**config.mk**
```make
export PLATFORM = sky130hd
export DESIGN_NAME = dma_csr_mc
export DESIGN_NICKNAME = d
export VERILOG_FILES = /design/src/rtl/dma_csr_pkg.sv /design/src/rtl/dma_csr_chan.sv /design/src/rtl/dma_csr_mc.sv
export SDC_FILE = /design/constraint.sdc
export NUM_CORES = 1
export LEC_CHECK = 0
export CAP_MARGIN = 20
export CORE_AREA = 2 2 294 296
export DETAILED_ROUTE_END_ITERATION = 8
export DIE_AREA = 0 0 296 298
export PLACE_DENSITY = 0.66
export SYNTH_ARGS = -nofsm -noshare
export SYNTH_HDL_FRONTEND = slang
export SYNTH_HIERARCHICAL = 1
export SYNTH_SLANG_ARGS = --single-unit
```
**constraint.sdc**
```tcl
create_clock -name clk -period 2.27 [get_ports clk]
set_input_delay 0.227 -clock clk [delete_from_list [all_inputs] [get_ports clk]]
set_output_delay 0.227 -clock clk [all_outputs]
set_load 0.01 [all_outputs]
```
**src/rtl/dma_csr_pkg.sv**
```systemverilog
// Shared register map, bit positions and channel configuration type for the
// multi-channel DMA CSR block.
package dma_csr_pkg;

  // Byte offsets inside one channel window
  localparam logic [31:0] OFF_SRC_LO   = 32'h00;
  localparam logic [31:0] OFF_SRC_HI   = 32'h04;
  localparam logic [31:0] OFF_DST_LO   = 32'h08;
  localparam logic [31:0] OFF_DST_HI   = 32'h0C;
  localparam logic [31:0] OFF_LEN      = 32'h10;
  localparam logic [31:0] OFF_CTRL     = 32'h14;
  localparam logic [31:0] OFF_DESC_PTR = 32'h18;
  localparam logic [31:0] OFF_STATUS   = 32'h1C;

  // Byte offsets inside the global window
  localparam logic [31:0] GLB_IRQ_STATUS = 32'h0;
  localparam logic [31:0] GLB_IRQ_MASK   = 32'h4;
  localparam logic [31:0] GLB_INFO       = 32'h8;

  localparam int CTRL_START     = 0;
  localparam int CTRL_DESC_MODE = 1;

  localparam int STAT_BUSY = 0;
  localparam int STAT_DONE = 1;
  localparam int STAT_ERR  = 2;

  localparam logic [15:0] INFO_MAGIC   = 16'h0D4A;
  localparam logic [7:0]  INFO_VERSION = 8'h01;

  // Addresses are held at the widest supported size; unstored high bits stay 0.
  typedef struct packed {
    logic [63:0] src;
    logic [63:0] dst;
    logic [31:0] len;
    logic [31:0] desc_ptr;
    logic        desc_mode;
  } ch_cfg_t;

endpackage

```
**src/rtl/dma_csr_chan.sv**
```systemverilog
// One DMA channel's register window: configuration, busy/done/err tracking,
// start pulse generation and interrupt set request.
module dma_csr_chan
  import dma_csr_pkg::*;
#(
  parameter int ADDR_W = 48
) (
  input  logic              clk,
  input  logic              rst_n,
  input  logic              wr_en,
  input  logic [31:0]       off,
  input  logic [31:0]       wdata,
  input  logic              done_pulse,
  output logic [31:0]       rdata,
  output logic              start,
  output logic [ADDR_W-1:0] src,
  output logic [ADDR_W-1:0] dst,
  output logic [31:0]       len,
  output logic              desc_mode,
  output logic [31:0]       desc_ptr,
  output logic              irq_set
);

  localparam int          HI_W    = ADDR_W - 32;
  localparam logic [31:0] HI_MASK = 32'((64'd1 << HI_W) - 64'd1);

  ch_cfg_t cfg_q, cfg_d;
  logic    busy_q, done_q, err_q, start_q;

  logic done_evt, busy_eff, is_cfg_wr, start_wr, start_acc, cfg_rej, status_wr;

  // A completion in the same cycle is handled before any write, so a
  // START arriving alongside it sees the channel as idle.
  assign done_evt  = done_pulse & busy_q;
  assign busy_eff  = busy_q & ~done_evt;
  assign is_cfg_wr = wr_en & ((off == OFF_SRC_LO) || (off == OFF_SRC_HI) ||
                              (off == OFF_DST_LO) || (off == OFF_DST_HI) ||
                              (off == OFF_LEN)    || (off == OFF_DESC_PTR) ||
                              (off == OFF_CTRL));
  assign start_wr  = wr_en & (off == OFF_CTRL) & wdata[CTRL_START];
  assign start_acc = start_wr & ~busy_eff;
  assign cfg_rej   = is_cfg_wr & busy_eff;
  assign status_wr = wr_en & (off == OFF_STATUS);

  always_comb begin
    // NOTE: default assignment first so no path leaves cfg_d unassigned (no latch).
    cfg_d = cfg_q;
    if (is_cfg_wr && !busy_eff) begin
      case (off)
        OFF_SRC_LO:   cfg_d.src[31:0]  = wdata;
        OFF_SRC_HI:   cfg_d.src[63:32] = wdata & HI_MASK;
        OFF_DST_LO:   cfg_d.dst[31:0]  = wdata;
        OFF_DST_HI:   cfg_d.dst[63:32] = wdata & HI_MASK;
        OFF_LEN:      cfg_d.len        = wdata;
        OFF_DESC_PTR: cfg_d.desc_ptr   = wdata;
        OFF_CTRL:     cfg_d.desc_mode  = wdata[CTRL_DESC_MODE];
        default:      cfg_d = cfg_q;
      endcase
    end
  end

  always_ff @(posedge clk or negedge rst_n) begin
    if (!rst_n) begin
      cfg_q   <= '0;
      busy_q  <= 1'b0;
      done_q  <= 1'b0;
      err_q   <= 1'b0;
      start_q <= 1'b0;
    end else begin
      // NOTE: non-blocking for all state so every flop samples pre-edge values.
      cfg_q   <= cfg_d;
      start_q <= start_acc;

      if (start_acc)     busy_q <= 1'b1;
      else if (done_evt) busy_q <= 1'b0;

      // Hardware set beats W1C; an accepted START opens a fresh transfer.
      if (start_acc)                            done_q <= 1'b0;
      else if (done_evt)                        done_q <= 1'b1;
      else if (status_wr && wdata[STAT_DONE])   done_q <= 1'b0;

      if (cfg_rej)                              err_q <= 1'b1;
      else if (status_wr && wdata[STAT_ERR])    err_q <= 1'b0;
    end
  end

  always_comb begin
    rdata = '0;
    case (off)
      OFF_SRC_LO:   rdata = cfg_q.src[31:0];
      OFF_SRC_HI:   rdata = cfg_q.src[63:32];
      OFF_DST_LO:   rdata = cfg_q.dst[31:0];
      OFF_DST_HI:   rdata = cfg_q.dst[63:32];
      OFF_LEN:      rdata = cfg_q.len;
      OFF_DESC_PTR: rdata = cfg_q.desc_ptr;
      OFF_CTRL:     rdata = {30'b0, cfg_q.desc_mode, 1'b0};
      OFF_STATUS:   rdata = {29'b0, err_q, done_q, busy_q};
      default:      rdata = '0;
    endcase
  end

  assign start     = start_q;
  assign src       = cfg_q.src[ADDR_W-1:0];
  assign dst       = cfg_q.dst[ADDR_W-1:0];
  assign len       = cfg_q.len;
  assign desc_mode = cfg_q.desc_mode;
  assign desc_ptr  = cfg_q.desc_ptr;
  assign irq_set   = done_evt;

endmodule

```
**src/rtl/dma_csr_mc.sv**
```systemverilog
// Multi-channel DMA CSR front-end: cfg bus decode, registered responses,
// per-channel register windows and the aggregated interrupt.
module dma_csr_mc
  import dma_csr_pkg::*;
#(
  parameter int          NUM_CH    = 4,
  parameter int          ADDR_W    = 48,
  parameter logic [31:0] CH_STRIDE = 32'h40,
  parameter logic [31:0] GLB_BASE  = 32'h400
) (
  input  logic                     clk,
  input  logic                     rst_n,
  input  logic                     cfg_req_valid,
  input  logic                     cfg_req_we,
  input  logic [31:0]              cfg_req_addr,
  input  logic [31:0]              cfg_req_wdata,
  output logic                     cfg_resp_valid,
  output logic [31:0]              cfg_resp_rdata,
  output logic [NUM_CH-1:0]        ch_start,
  output logic [NUM_CH*ADDR_W-1:0] ch_src,
  output logic [NUM_CH*ADDR_W-1:0] ch_dst,
  output logic [NUM_CH*32-1:0]     ch_len,
  output logic [NUM_CH-1:0]        ch_desc_mode,
  output logic [NUM_CH*32-1:0]     ch_desc_ptr,
  input  logic [NUM_CH-1:0]        ch_done,
  output logic                     irq
);

  logic        wr, glb_hit;
  logic [31:0] glb_off, ch_idx, ch_off, rd_data;
  logic [31:0] ch_rdata [NUM_CH];
  logic [NUM_CH-1:0] irq_set, irq_status, irq_mask, irq_w1c;

  // The global window is checked first so it can never alias a channel.
  assign wr      = cfg_req_valid & cfg_req_we;
  assign glb_off = cfg_req_addr - GLB_BASE;
  assign glb_hit = (cfg_req_addr >= GLB_BASE) && (glb_off < 32'hC);
  assign ch_idx  = cfg_req_addr / CH_STRIDE;
  assign ch_off  = cfg_req_addr % CH_STRIDE;

  for (genvar i = 0; i < NUM_CH; i++) begin : g_ch
    dma_csr_chan #(.ADDR_W(ADDR_W)) u_chan (
      .clk        (clk),
      .rst_n      (rst_n),
      .wr_en      (wr && !glb_hit && (ch_idx == 32'(i))),
      .off        (ch_off),
      .wdata      (cfg_req_wdata),
      .done_pulse (ch_done[i]),
      .rdata      (ch_rdata[i]),
      .start      (ch_start[i]),
      .src        (ch_src[i*ADDR_W +: ADDR_W]),
      .dst        (ch_dst[i*ADDR_W +: ADDR_W]),
      .len        (ch_len[i*32 +: 32]),
      .desc_mode  (ch_desc_mode[i]),
      .desc_ptr   (ch_desc_ptr[i*32 +: 32]),
      .irq_set    (irq_set[i])
    );
  end

  assign irq_w1c = (wr && glb_hit && (glb_off == GLB_IRQ_STATUS)) ?
                   cfg_req_wdata[NUM_CH-1:0] : '0;

  always_ff @(posedge clk or negedge rst_n) begin
    if (!rst_n) begin
      irq_status <= '0;
      irq_mask   <= '0;
      irq        <= 1'b0;
    end else begin
      irq_status <= irq_set | (irq_status & ~irq_w1c);
      if (wr && glb_hit && (glb_off == GLB_IRQ_MASK))
        irq_mask <= cfg_req_wdata[NUM_CH-1:0];
      irq        <= |(irq_status & irq_mask);
    end
  end

  always_comb begin
    rd_data = '0;
    if (glb_hit) begin
      case (glb_off)
        GLB_IRQ_STATUS: rd_data = 32'(irq_status);
        GLB_IRQ_MASK:   rd_data = 32'(irq_mask);
        GLB_INFO:       rd_data = {INFO_MAGIC, 8'(NUM_CH), INFO_VERSION};
        default:        rd_data = '0;
      endcase
    end else begin
      for (int i = 0; i < NUM_CH; i++)
        if (ch_idx == 32'(i)) rd_data = ch_rdata[i];
    end
  end

  always_ff @(posedge clk or negedge rst_n) begin
    if (!rst_n) begin
      cfg_resp_valid <= 1'b0;
      cfg_resp_rdata <= '0;
    end else begin
      cfg_resp_valid <= cfg_req_valid;
      cfg_resp_rdata <= (cfg_req_valid && !cfg_req_we) ? rd_data : '0;
    end
  end

endmodule

```
==> out/metrics.csv <==
stage,metric,value,unit
timing,post-route-min-period,2.37,ns
yosys,synthFlopType,dfrtp_1,
route,drtIter0Drc,3248,
pwr,p_per_area,515,nW/µm²
route,m1WireLength,59.6,mm
timing,final_max_slew_viol_count,0,
global_routing,grt_max_degree,116,
timing,fin_crit_sh,104,%
timing,hold_ws,0.122,ns
timing,skew,0.0282,ns
global_routing,grt_overflow_total,0,
route,route.met3.wl,13.6,mm
timing,rsz0062_at_grt,yes,
run_status,status,"complete, but fails checks",
global_routing,grt_pass1_vias,29800,
setup_path,cp-start-kind,primary input,
yosys,async_reset_ff_share,100,%
run_status,failed_checks,setup timing,
placement,dp_hpwl,107,mm
floorplan,die_w,296,µm
setup_path,rrSetupSlack,0.02,ns
yosys,synth_cell_types,54,
setup_path,slowest_stage,clkdlybuf4s50_1,
global_routing,grt.total_usage,32.2,%
final_layout,syn2layout_area_growth,55.5,%
timing,fmax,422,MHz
clock_tree,clk_pin_slew,0.06,ns
yosys,ys_ff_latch,702,
route,drt_pass1_iterations,8,
yosys,synth_area,34100,µm²
flow_run,drv_cap,0,
clock_tree,clk_latency,0.65,ns
clock_tree,cts-buffers-inserted,77,
timing,worst_slew_pin_slew,0.998,ns
setup_path,cp_max_fo,8,
clock_tree,cts_max_level,3,
placement,numPortBuffers,753,
setup_path,required,2.79,ns
pwr,peakVddDrop,0.493,mV
floorplan,start_util,40.1,%
timing,slew_headroom,33.3,%
yosys,yosys_warnings,6,
clock_tree,cts_sinks,702,
final_layout,fin_util,62.4,%
floorplan,boundaryPins,754,
route,route.detailed.wl_per_inst,30.5,µm
min_path,hp-class,primary input to flop,
yosys,yosysSeqAreaShare,51.6,%
final_layout,diodes,0,
route,highest_layer,met5,
yosys,synth-edff-count,0,
setup_path,path_cells,clkdlybuf4s50_1 -> nor2_2 -> and3_4 -> nand3_4 -> buf_12 -> nor4_4 -> nand4_4 -> buf_6 -> buf_12 -> nor4_4 -> buf_6 -> clkbuf_16 -> mux2_4,
placement,routabilityCongestion,1.04,
yosys,syn-instance-count,2524,
route,wl_met2,70.5,mm
floorplan,fp.coreArea,84900,µm²
clock_tree,root_buffer,clkbuf_16,
final_layout,fillers,6382,
timing,hold_viol_final,0,
final_layout,fin_nets,3886,
setup_path,crit_arrival,2.89,ns
global_routing,antenna_found_initial,3,
floorplan,die_y,298,µm
timing,fin_ws,-0.101,ns
timing,setup-violations-final,219,
final_layout,drive_gt1_share,39.0,%
pwr,power.leakage,0.0237,µW
global_routing,grt_pass1_wl,211,mm
floorplan,die_area,88200,µm²
setup_path,cpPeakStageDelay,0.43,ns
floorplan,rows,107,
route,wirelength,153,mm
setup_path,crit_type,primary input to flop,
route,viasPerCell,5.90,
yosys,avgSynthCellArea,13.5,µm²
route,drc,0,
setup_path,endpoint_kind,flop,
clock_tree,clk_path_buf_depth,3,
route,ant_nets,0,
route,vias,29600,
clock_tree,cts_tree,yes,
through the flow:
stage                     cells  setup WS (ns)  setup TNS (ns)  instance area (µm²)  power (µW)
after CTS                  4968        -0.0689           -1.58                51700       27400
after global placement     4782          -1.22         -722.30                48200       14300
after detailed placement   4782          -1.21         -720.67                48200       14300
after global routing       5016         -0.191          -52.80                53000       28000
final                      5016         -0.101           -9.18                53000       27300
after floorplan            2651         -0.446         -228.80                36300       13100
sequential cells by signal (all words and copies together), names as in the netlist, 32 cells and up:
name and flops:
g_ch.u_chan/dst 192, g_ch.u_chan/src 192, g_ch.u_chan/desc_ptr 128, g_ch.u_chan/len 128, cfg_resp_rdata 32
worst paths after layout:
path | from | to | depth (start not counted)
min in group asynchronous | rst_n | g_ch[1].u_chan/desc_ptr[27] | 2
worst min register to register | g_ch[3].u_chan/done_q | g_ch[3].u_chan/done_q | 2
worst min-delay path | cfg_req_valid | cfg_resp_valid | 1
worst max register to register | g_ch[0].u_chan/dst[5] | cfg_resp_rdata[5] | 8
max in group asynchronous | rst_n | g_ch[3].u_chan/dst[10] | 4
worst max-delay path | cfg_req_addr[30] | g_ch[1].u_chan/len[1] | 13
power breakdown:
| group | internal (µW) | switching, µW |
|---|---|---|
| clock | 7710 | 5450 |
| sequential | 12500 | 0.315 |
| combinational | 512 | 1100 |
| total | 20700 | 6550 |
per-layer routing:
metal / track usage [%] / up-vias
li1: - / 12100
met1: 42.7 / 15200
met2: 50.5 / 1828
met3: 7.12 / 504
met4: 14.2 / 6
met5: 0 / -
Yosys cell counts, types with 3 or more instances:
| master | n | area (µm²) |
|---|---|---|
| nor2_1 | 107 | 402 |
| buf_2 | 24 | 120 |
| mux4_2 | 23 | 518 |
| buf_4 | 4 | 30.0 |
| a21o_1 | 3 | 22.5 |
| nand4_2 | 4 | 50.1 |
| nand3_2 | 4 | 40.0 |
| nor4_4 | 29 | 617 |
| clkbuf_1 | 112 | 420 |
| nor4_2 | 9 | 113 |
| nand3b_1 | 5 | 37.5 |
| nor4_1 | 42 | 263 |
| buf_8 | 8 | 120 |
| inv_1 | 22 | 82.6 |
| o41ai_1 | 4 | 35.0 |
| a22o_1 | 180 | 1580 |
| and2_1 | 7 | 43.8 |
| nand4_1 | 22 | 138 |
| nand3_1 | 20 | 100 |
| nor4b_2 | 8 | 120 |
| o21ai_0 | 12 | 60.1 |
| a31oi_1 | 4 | 25.0 |
| and2_0 | 12 | 75.1 |
| buf_1 | 5 | 18.8 |
| a2111oi_0 | 5 | 43.8 |
| nand4_4 | 4 | 85.1 |
| o22ai_1 | 25 | 156 |
| buf_6 | 32 | 360 |
| mux2_2 | 629 | 7080 |
| o31ai_1 | 6 | 45.0 |
| nand2_1 | 85 | 319 |
| or2_2 | 5 | 31.3 |
| mux2_4 | 80 | 1200 |
| a21oi_1 | 54 | 270 |
| a222oi_1 | 68 | 681 |
| nor3_1 | 37 | 185 |
| a22oi_1 | 69 | 518 |
| nor4b_1 | 5 | 43.8 |
| dfrtp_1 | 702 | 17600 |
| mux2_1 | 24 | 270 |
| nand2b_1 | 7 | 43.8 |
cell families (layout without fill, tap and decap cells):
logic type | after synthesis | after routing | synth area share [%]
XOR/XNOR | 1 | 1 | 0.0257
buffers and inverters | 207 | 1428 | 3.38
multiplexers | 756 | 756 | 26.6
flip-flops | 702 | 702 | 51.6
other | 1 | 128 | 0.0110
AND/OR/NAND/NOR | 424 | 424 | 8.23
AO/OA/AOI/OAI | 433 | 433 | 10.2
worst max-delay path, delay by kind of cell:
kind                   cells  cell delay [ns]
buffers and inverters      6             1.29
muxes                      1             0.30
and+or+nand+nor            6             1.06
layout make-up:
class	count	area, µm²	share of cell area, %
inverters	22	82.6	0.156
well taps	1144	1430	2.70
multi-input cells	1742	18000	34.0
clock inverters	28	423	0.798
flip-flops and latches	702	17600	33.2
repair buffers	1269	13300	25.1
clock buffers	109	2200	4.15
repair_timing:
item,in CTS,in global routing
pin swaps,25,23
endpoints found under the setup margin,671,648
hold buffers,1,0
gates cloned,10,29
resized for setup,127,149
endpoints found under the hold margin,173,0
setup buffers,40,26
cell usage in the layout, fill, tap and decap left out, types with 12 or more instances in the layout:
cell type and n:
a21oi_1 52, a222oi_1 68, a22o_1 180, a22oi_1 65
buf_12 91, buf_4 341, buf_6 53, clkbuf_1 19
clkbuf_16 103, clkdlybuf4s50_1 725, clkinv_2 12, conb_1 128
dfrtp_1 702, inv_1 22, mux2_2 179, mux2_4 551
mux4_2 23, nand2_1 84, nand3_1 19, nand4_1 22
nor2_1 100, nor3_1 32, nor4_1 28, nor4_2 12
nor4_4 40, o21ai_0 12, o22ai_1 24
Power figures use the tool's default switching activity.
